**src/rtl/mem_assem_arbiter_if.sv**
```systemverilog
// Stream bundle between the MEM-assembly lanes, the packet arbiter and the chaining stage.
// The slave modport is the arbiter's view. The master modport is the surrounding environment.
interface mem_assem_arbiter_if #(
    parameter int N_LANES = 4,
    parameter int DATA_W  = 128
);
    localparam int ID_W = $clog2(N_LANES);

    logic [N_LANES*DATA_W-1:0] s_tdata;
    logic [N_LANES-1:0]        s_tvalid;
    logic [N_LANES-1:0]        s_tlast;
    logic [N_LANES-1:0]        s_tready;
    logic [DATA_W-1:0]         m_tdata;
    logic                      m_tvalid;
    logic                      m_tlast;
    logic [ID_W-1:0]           m_tid;
    logic                      m_tready;

    modport master (
        output s_tdata, s_tvalid, s_tlast, m_tready,
        input  s_tready, m_tdata, m_tvalid, m_tlast, m_tid
    );

    modport slave (
        input  s_tdata, s_tvalid, s_tlast, m_tready,
        output s_tready, m_tdata, m_tvalid, m_tlast, m_tid
    );
endinterface

```
**src/rtl/mem_assem_arbiter.sv**
```systemverilog
// Packet-level round-robin merge of N_LANES assembled-MEM streams onto one stream.
// A granted lane keeps the output until its tlast or until the beat guard forces a terminate.
module mem_assem_arbiter #(
    parameter int N_LANES   = 4,
    parameter int DATA_W    = 128,
    parameter int MAX_BEATS = 256,
    parameter int CNT_W     = 32
) (
    input  logic                 clk,
    input  logic                 rst,
    mem_assem_arbiter_if.slave   bus,
    output logic                 err_overlen,
    output logic [CNT_W-1:0]     pkt_cnt
);
    localparam int ID_W = $clog2(N_LANES);
    localparam int BC_W = $clog2(MAX_BEATS + 1);

    typedef enum logic [0:0] {
        IDLE   = 1'b0,
        LOCKED = 1'b1
    } state_t;

    state_t            state_q;
    logic [ID_W-1:0]   grant_q;
    logic [ID_W-1:0]   rr_ptr_q;
    logic [BC_W-1:0]   beat_cnt_q;
    logic [BC_W-1:0]   beat_cnt_d;
    logic              err_q;
    logic [CNT_W-1:0]  pkt_cnt_q;

    logic [DATA_W-1:0] lane_data_s [N_LANES];
    logic [ID_W-1:0]   pick_s;
    logic [ID_W-1:0]   next_ptr_s;
    logic              locked_s;
    logic              sel_valid_s;
    logic              sel_last_s;
    logic              forced_s;
    logic              m_tvalid_s;
    logic              m_tlast_s;
    logic              beat_s;
    logic [N_LANES-1:0] s_tready_s;

    // First requesting lane at or after ptr, searching upward with wrap-around.
    function automatic logic [ID_W-1:0] rr_pick(input logic [N_LANES-1:0] req,
                                                input logic [ID_W-1:0]    ptr);
        logic [ID_W-1:0] pick;
        logic            found;
        int              idx;
        pick  = ptr;
        found = 1'b0;
        for (int i = 0; i < N_LANES; i++) begin
            idx = int'(ptr) + i;
            if (idx >= N_LANES) begin
                idx = idx - N_LANES;
            end else begin
                idx = idx;
            end
            if (!found && req[ID_W'(idx)]) begin
                pick  = ID_W'(idx);
                found = 1'b1;
            end
        end
        return pick;
    endfunction

    for (genvar k = 0; k < N_LANES; k++) begin : g_lane
        assign lane_data_s[k] = bus.s_tdata[k*DATA_W +: DATA_W];
    end

    // Pass-through mux of the granted lane plus the beat/terminate decode.
    always_comb begin
        locked_s    = (state_q == LOCKED);
        sel_valid_s = bus.s_tvalid[grant_q];
        sel_last_s  = bus.s_tlast[grant_q];
        forced_s    = (beat_cnt_q == BC_W'(MAX_BEATS - 1));
        m_tvalid_s  = locked_s & sel_valid_s;
        m_tlast_s   = locked_s & (sel_last_s | forced_s);
        beat_s      = m_tvalid_s & bus.m_tready;
        beat_cnt_d  = beat_cnt_q + BC_W'(1);
        pick_s      = rr_pick(bus.s_tvalid, rr_ptr_q);
        s_tready_s  = '0;
        if (locked_s) begin
            s_tready_s[grant_q] = bus.m_tready;
        end else begin
            s_tready_s = '0;
        end
        if (grant_q == ID_W'(N_LANES - 1)) begin
            next_ptr_s = '0;
        end else begin
            next_ptr_s = grant_q + ID_W'(1);
        end
    end

    assign bus.m_tdata  = lane_data_s[grant_q];
    assign bus.m_tvalid = m_tvalid_s;
    assign bus.m_tlast  = m_tlast_s;
    assign bus.m_tid    = grant_q;
    assign bus.s_tready = s_tready_s;
    assign err_overlen  = err_q;
    assign pkt_cnt      = pkt_cnt_q;

    // Arbitration FSM: grant on the IDLE bubble cycle, release on the terminating beat.
    always_ff @(posedge clk or posedge rst) begin
        if (rst) begin
            state_q    <= IDLE;
            grant_q    <= '0;
            rr_ptr_q   <= '0;
            beat_cnt_q <= '0;
            err_q      <= 1'b0;
            pkt_cnt_q  <= '0;
        end else begin
            case (state_q)
                IDLE: begin
                    if (|bus.s_tvalid) begin
                        grant_q    <= pick_s;
                        beat_cnt_q <= '0;
                        state_q    <= LOCKED;
                    end else begin
                        state_q    <= IDLE;
                    end
                end
                LOCKED: begin
                    if (beat_s) begin
                        beat_cnt_q <= beat_cnt_d;
                        if (m_tlast_s) begin
                            pkt_cnt_q <= pkt_cnt_q + CNT_W'(1);
                            rr_ptr_q  <= next_ptr_s;
                            state_q   <= IDLE;
                            // A terminate without source tlast means the guard cut the packet.
                            if (!sel_last_s) begin
                                err_q <= 1'b1;
                            end else begin
                                err_q <= err_q;
                            end
                        end else begin
                            state_q <= LOCKED;
                        end
                    end else begin
                        state_q <= LOCKED;
                    end
                end
                default: begin
                    state_q <= IDLE;
                end
            endcase
        end
    end
endmodule

```
**src/flat_wrapper.sv**
```systemverilog
// flat-port wrapper written by rule: the top's interface ports become plain ports
module mem_assem_arbiter_flat 
#(
    parameter int N_LANES   = 4,
    parameter int DATA_W    = 128,
    parameter int MAX_BEATS = 256,
    parameter int CNT_W     = 32
)
  (clk, rst, err_overlen, pkt_cnt, bus_s_tdata, bus_s_tvalid, bus_s_tlast, bus_m_tready, bus_s_tready, bus_m_tdata, bus_m_tvalid, bus_m_tlast, bus_m_tid);
  mem_assem_arbiter_if #(.N_LANES(N_LANES), .DATA_W(DATA_W)) bus_i ();
  input  logic clk;
  input  logic rst;
  output logic err_overlen;
  output logic [CNT_W-1:0] pkt_cnt;
  input wire logic [$bits(bus_i.s_tdata)-1:0] bus_s_tdata;
  input wire logic [$bits(bus_i.s_tvalid)-1:0] bus_s_tvalid;
  input wire logic [$bits(bus_i.s_tlast)-1:0] bus_s_tlast;
  input wire logic [$bits(bus_i.m_tready)-1:0] bus_m_tready;
  output wire logic [$bits(bus_i.s_tready)-1:0] bus_s_tready;
  output wire logic [$bits(bus_i.m_tdata)-1:0] bus_m_tdata;
  output wire logic [$bits(bus_i.m_tvalid)-1:0] bus_m_tvalid;
  output wire logic [$bits(bus_i.m_tlast)-1:0] bus_m_tlast;
  output wire logic [$bits(bus_i.m_tid)-1:0] bus_m_tid;
  assign bus_i.s_tdata = bus_s_tdata;
  assign bus_i.s_tvalid = bus_s_tvalid;
  assign bus_i.s_tlast = bus_s_tlast;
  assign bus_i.m_tready = bus_m_tready;
  assign bus_s_tready = bus_i.s_tready;
  assign bus_m_tdata = bus_i.m_tdata;
  assign bus_m_tvalid = bus_i.m_tvalid;
  assign bus_m_tlast = bus_i.m_tlast;
  assign bus_m_tid = bus_i.m_tid;
  mem_assem_arbiter #(.N_LANES(N_LANES), .DATA_W(DATA_W), .MAX_BEATS(MAX_BEATS), .CNT_W(CNT_W)) u_core (.clk(clk), .rst(rst), .bus(bus_i), .err_overlen(err_overlen), .pkt_cnt(pkt_cnt));
endmodule
```
**config.mk**
```make
export PLATFORM = sky130hd
export DESIGN_NAME = mem_assem_arbiter_flat
export DESIGN_NICKNAME = d
export VERILOG_FILES = /design/src/rtl/mem_assem_arbiter_if.sv /design/src/rtl/mem_assem_arbiter.sv /design/src/flat_wrapper.sv
export SDC_FILE = /design/constraint.sdc
export NUM_CORES = 1
export LEC_CHECK = 0
export ABC_AREA = 1
export CORE_AREA = 2 2 271 273
export DETAILED_ROUTE_END_ITERATION = 16
export DIE_AREA = 0 0 273 275
export PLACE_DENSITY_LB_ADDON = 0.12
export SLEW_MARGIN = 0
export SYNTH_ARGS = -nofsm -noshare
export SYNTH_HDL_FRONTEND = slang
export SYNTH_SLANG_ARGS = --single-unit
```
**constraint.sdc**
```tcl
create_clock -name clk -period 2.5 [get_ports clk]
set_clock_uncertainty 0.2 [all_clocks]
set_input_delay 0.5 -clock clk [delete_from_list [all_inputs] [get_ports clk]]
set_output_delay 0.5 -clock clk [all_outputs]
set_load 0.005 [all_outputs]
```
# After elaboration in Yosys (flattened, before gate mapping)
# Index checks and enable logic that the tools add are counted.
# word_totals
ff_bits	47
out_inout_bits	169
elab_cells	92
# classes
addsub	10
n_lt_le_gt_ge	11
n_eq_ne	4
mux	41
bitwise	8
n_reduce_logical	12
# ops
cell	count
binary-select mux 128 bit (select 2 bit)	1
two-way mux 128 bit	2
adder 32 x 1 -> 32 bit (second input constant)	1
two-way mux 2 bit	9
two-way mux 9 bit	2
case mux 9 bit (2 select lines)	1
two-way mux 1 bit	17
less-than comparator 2 x 4 -> 1 bit (second input constant)	4
binary-select mux 1 bit (select 2 bit)	6
greater-or-equal comparator 3 bit (second input constant)	4
adder 9 x 1 -> 9 bit (second input constant)	1
equality test 9 x 8 -> 1 bit (second input constant)	1
subtractor 2 x 1 -> 2 bit (second input constant)	4
adder 2 x 2 -> 3 bit (second input constant)	2
bitwise AND 4 bit	1
logical AND 1 bit	4
two-way mux 4 bit	1
AND reduction 2 bit	2
AND reduction 4 bit	1
OR reduction 4 bit	1
adder 2 x 1 -> 3 bit (second input constant)	1
bitwise AND 1 bit	3
greater-or-equal comparator 2 x 3 -> 1 bit (second input constant)	1
logical NOT 1 bit	3
12 further kinds	13

# Logic depth before layout (Yosys ltp)
# depth
depth_word	15
mapped_depth	13
ltp_nobuf	12

# Least setup slack after synthesis
# No wires, ideal clock.
# synth_timing
kind	register -> output
start	reg u_core.grant_q[0] (netlist: u_core.bus.m_tid[0])
end	out bus_s_tready[0]
arrival_time_ns	1.412
path_slack_ns	0.388
path_stages_with_launch	8
path_buffers	3
path_cell_list	dfrtp_1 buf_6 inv_4 clkbuf_1 buf_2 ha_1 inv_1 nor2_1
# synth_via
elab_chain_cells	6
elab_cells_between_ends	7
cone_classes	2 x order compare; 3 x mux; 1 x bitwise; 1 x reduce/logical
# synth_lines
item	line_no	source
start: declaration	mem_assem_arbiter.sv:24	logic [ID_W-1:0] grant_q;
start signal: assignment	mem_assem_arbiter.sv:115	grant_q <= pick_s;
less-than comparator 2 x 3 -> 1 bit (implied by the code) or greater-or-equal comparator 2 x 1 -> 1 bit (tied branches)	mem_assem_arbiter.sv:83	s_tready_s[grant_q] = bus.m_tready;
logical AND 1 bit (implied by the code)	mem_assem_arbiter.sv:83	
two-way mux 1 bit (implied by the code)	mem_assem_arbiter.sv:83	
demux 1 bit (select 2 bit) *	-	
bitwise AND 4 bit (no line) *	-	
two-way mux 4 bit *	mem_assem_arbiter.sv:82	if (locked_s) begin
end: declaration	flat_wrapper.sv:19	output wire logic [$bits(bus_i.s_tready)-1:0] bus_s_tready;
# Mark *: on every way between the ends. The rest lies on a longest branch, timed or not.

# Final worst setup path
# layout_timing
start	reg u_core.grant_q[0] (netlist: u_core.bus.m_tid[0])
end	out bus_m_tdata[83]
# layout_via
elab_chain_cells	4
# layout_lines
item	line_no	source
inverter 2 -> 3 bit (implied by the code)	mem_assem_arbiter.sv:94	assign bus.m_tdata = lane_data_s[grant_q];
binary-select mux 128 bit (select 2 bit)	mem_assem_arbiter.sv:94	
two-way mux 128 bit (implied by the code) (2 in series)	mem_assem_arbiter.sv:94	
end: declaration	flat_wrapper.sv:20	output wire logic [$bits(bus_i.m_tdata)-1:0] bus_m_tdata;
# Every way passes these cells. The select of a mux whose other input is x is not followed.

==> out/metrics.csv <==
stage;metric;value;unit
detailed_routing;vias per cell;4.02;
floorplan;num ports;692;
yosys;main flop type after synthesis;dfrtp_1;
final_layout;area occupied by multi-input gates;5740;um^2
detailed_routing;WL/cell;26.5;um
sta;Slew Limit Fails;0;
cts;hold-fix buffers at CTS;0;
cts;CTS buffer count;5;
worst_setup_path;R2R Path Start;u_core.bus.m_tid[0]$_DFFE_PP0P_;
cts;clk_lat worst skew;0.29;ns
yosys;top post-synthesis cells by count;nor2_1, o21ai_0, nand2_1;
yosys;Synthesized Nets;1680;
placed_design;Setup WS pre-CTS;-0.400;ns
detailed_routing;antenna-violating nets left;0;
floorplan;core box area;72300;um^2
cts;CTS clock-pin slew for the worst setup and hold paths;0.07;ns
sta;Fin Hold WS;0.264;ns
yosys;post-synthesis cell type count;29;
pwr;Leakage;7.40;nW
pwr;pwr dens;966;nW/um^2
worst_setup_path;CP delay by family, top;buffers and inverters;
floorplan;Die Span Y;275;um
worst_setup_path;CP startpoint;u_core.bus.m_tid[0]$_DFFE_PP0P_;
worst_setup_path;CP Buf/Inv Count;6;
global_route;vias in the first global route;12206;
final_layout;fraction of layout cells with a size suffix above 1;27.8;%
final_layout;Nets;2520;
detailed_routing;# DRC;0;
sta;Max Freq;366;MHz
sta;Fin. Hold Viols;0;
yosys;Synth top area share;20.6;%
final_layout;Reg area;1180;um^2
cts;CTS Root Cell;clkbuf_16;
global_route;first-pass GRT wire length;98400;um
sta;RSZ-0062 raised after global routing;yes;
global_route;Congestion Overflow GR;0;
pwr;VDD IR max;0.360;mV
worst_setup_path;Worst Path Required;1.80;ns
final_layout;Area Overhead vs Synth;185;%
worst_setup_path;Data arrival, critical path;2.03;ns
worst_hold_path;HP Start;u_core.err_overlen$_DFFE_PP0P_;
floorplan;Starting Density;8.82;%
worst_setup_path;crit-path cells;buf_16, buf_12, buf_6, buf_12, buf_6, o21ai_4, o22ai_4, buf_2;
cts;CTS Buffer Depth;2;
worst_setup_path;Critical Path Start Type;register;
final_layout;Fillers;8068;
global_route;pin count of the biggest net entering global routing;51;
worst_setup_path;slowest cell delay on critical path;0.60;ns
detailed_routing;vias;11934;
global_route;gr usage total;18.9;%
yosys;Avg Cell Area, Syn;5.55;um^2
detailed_routing;number of DRC markers in iteration 0;517;
yosys;synthesized flop and latch total;47;
sta;Final WS setup;-0.229;ns
yosys;Synth area leaders;o21ai_0, dfrtp_1, nor2_1;
global_route;initial antenna violation count;42;
job;maxcap violations;0;
yosys;Synth warnings;0;
floorplan;Cell Rows;99;
worst_setup_path;crit path max fanout;7;
worst_hold_path;Hold Path Class;register to register;
placed_design;Placer Congestion;0.998;
yosys;asr flop ratio synth;100;%
yosys;count leader, synth;nor2_1;
worst_setup_path;critical path's slowest cell;dfrtp_4;
run_status;status;complete, but fails checks;
yosys;number of flops mapped to enable cells by yosys;0;
detailed_routing;DR pass1 iterations;4;
yosys;post-synthesis sequential area ratio;18.4;%
yosys;Synth Cell Area;6380;um^2
sta;Period minus WS final;2.73;ns
yosys;area leader, netlist;o21ai_0;
sta;worst slew pin tran;0.406;ns
placed_design;hpwl dp;63600;um
placed_design;IO Port Bufs;691;
sta;Final Setup Violations;102;
floorplan;Die X-Extent;273;um
worst_setup_path;Crit Path Category;register to output port;
detailed_routing;total wire length;78800;um
floorplan;die footprint;75100;um^2
sta;Rel. slew slack;72.7;%
cts;CTS Sinks;47;
cts;H-tree Lvls;2;
cts;CTS tree;built;
worst_setup_path;Critical Path End Type;output port;
yosys;cells after synthesis;1150;
run_status;violated checks;setup timing;
sta;crit share post-route;109;%
worst paths after layout:
| kind | endpoint | slack [ns] | cells past startpoint |
|---|---|---|---|
| setup / recovery | bus_m_tdata[83] | -0.23 | 8 |
| hold / removal | u_core.err_overlen$_DFFE_PP0P_ | 0.26 | 1 |
| setup reg to reg | u_core.pkt_cnt[21]$_DFFE_PP0P_ | 0.02 | 13 |
| hold reg to reg | u_core.err_overlen$_DFFE_PP0P_ | 0.26 | 1 |
| max in group asynchronous | u_core.bus.m_tid[1]$_DFFE_PP0P_ | 1.49 | 3 |
| min in group asynchronous | u_core.err_overlen$_DFFE_PP0P_ | 0.37 | 3 |
cell families (layout without fill, tap and decap cells):
group | after synthesis | after routing | synth area share [%]
simple gates | 530 | 530 | 33.4
compound gates | 399 | 399 | 33.9
buf+inv | 136 | 977 | 8.66
flops | 47 | 47 | 18.4
xor+xnor | 31 | 31 | 4.25
fa+ha+maj | 7 | 7 | 1.37
other cells | 0 | 17 | 0
final cells by class:
type | instances | area share [%]
timing repair buffer | 922 | 53.2
multi-input combinational | 967 | 31.5
tap | 959 | 6.59
sequential | 47 | 6.50
inverter | 46 | 1.09
clock buffer | 7 | 0.728
antenna | 17 | 0.234
timing repair inverter | 1 | 0.0893
clock inverter | 1 | 0.0275
repair_timing:
| item | in CTS | in global routing |
|---|---|---|
| setup buffers | 19 | 74 |
| setup endpoints to repair | 135 | 147 |
| resized for setup | 246 | 654 |
| pin swaps | 10 | 91 |
| cloned | 6 | 21 |
registers in the layout, summed over array words and instances, names as in the netlist:
signal / flops
u_core.bus.m_tid: 2
u_core.err_overlen: 1
u_core.locked_s: 1
u_core.rr_ptr_q: 2
u_core.beat_cnt_q: 9
u_core.pkt_cnt: 32
per-layer routing:
metal  track usage (%)  up-vias  routed length (um)
li1                  -     5644                   -
met1              19.5     5635               28200
met2              35.2      510               40600
met3              5.44      127                5940
met4              8.54       18                3950
met5                 0        -                 103
through the flow:
step / setup TNS (ns) / std cells / total power [mW] / util [%] / area, um^2
floorplan: 0 / 1150 / 5.35 / - / 6380
global placement: -14.79 / 2832 / 13.3 / 21.4 / 15500
CTS: -31.90 / 2865 / 14.7 / 22.3 / 16100
global route: -15.91 / 2965 / 18.7 / 25.2 / 18200
detailed placement: -13.68 / 2832 / 13.2 / 21.4 / 15500
finish: -8.67 / 2967 / 17.6 / 25.2 / 18200
power breakdown:
part / switching (mW) / internal, mW
clock: 0.300 / 0.371
combinational: 8.00 / 7.84
sequential: 0.207 / 0.869
cells in the final DEF (no fill, tap or decap), types with 16 or more instances in the layout:
cell type and count:
buf_2 66, nor2_1 226, diode_2 17, clkbuf_2 26, o22ai_2 31, nor2_4 47
inv_1 42, o22ai_1 95, dfrtp_1 45, buf_6 45, o21ai_0 140, o21ai_4 16
xor2_1 23, clkbuf_16 19, o21ai_1 55, nand2_1 161, buf_12 45, nor2_2 40
buf_8 17, dlymetal6s2s_1 30, buf_16 17, o21ai_2 54, buf_4 103, nand3_1 25
clkdlybuf4s50_1 557
(Power assumes the default switching activity.)
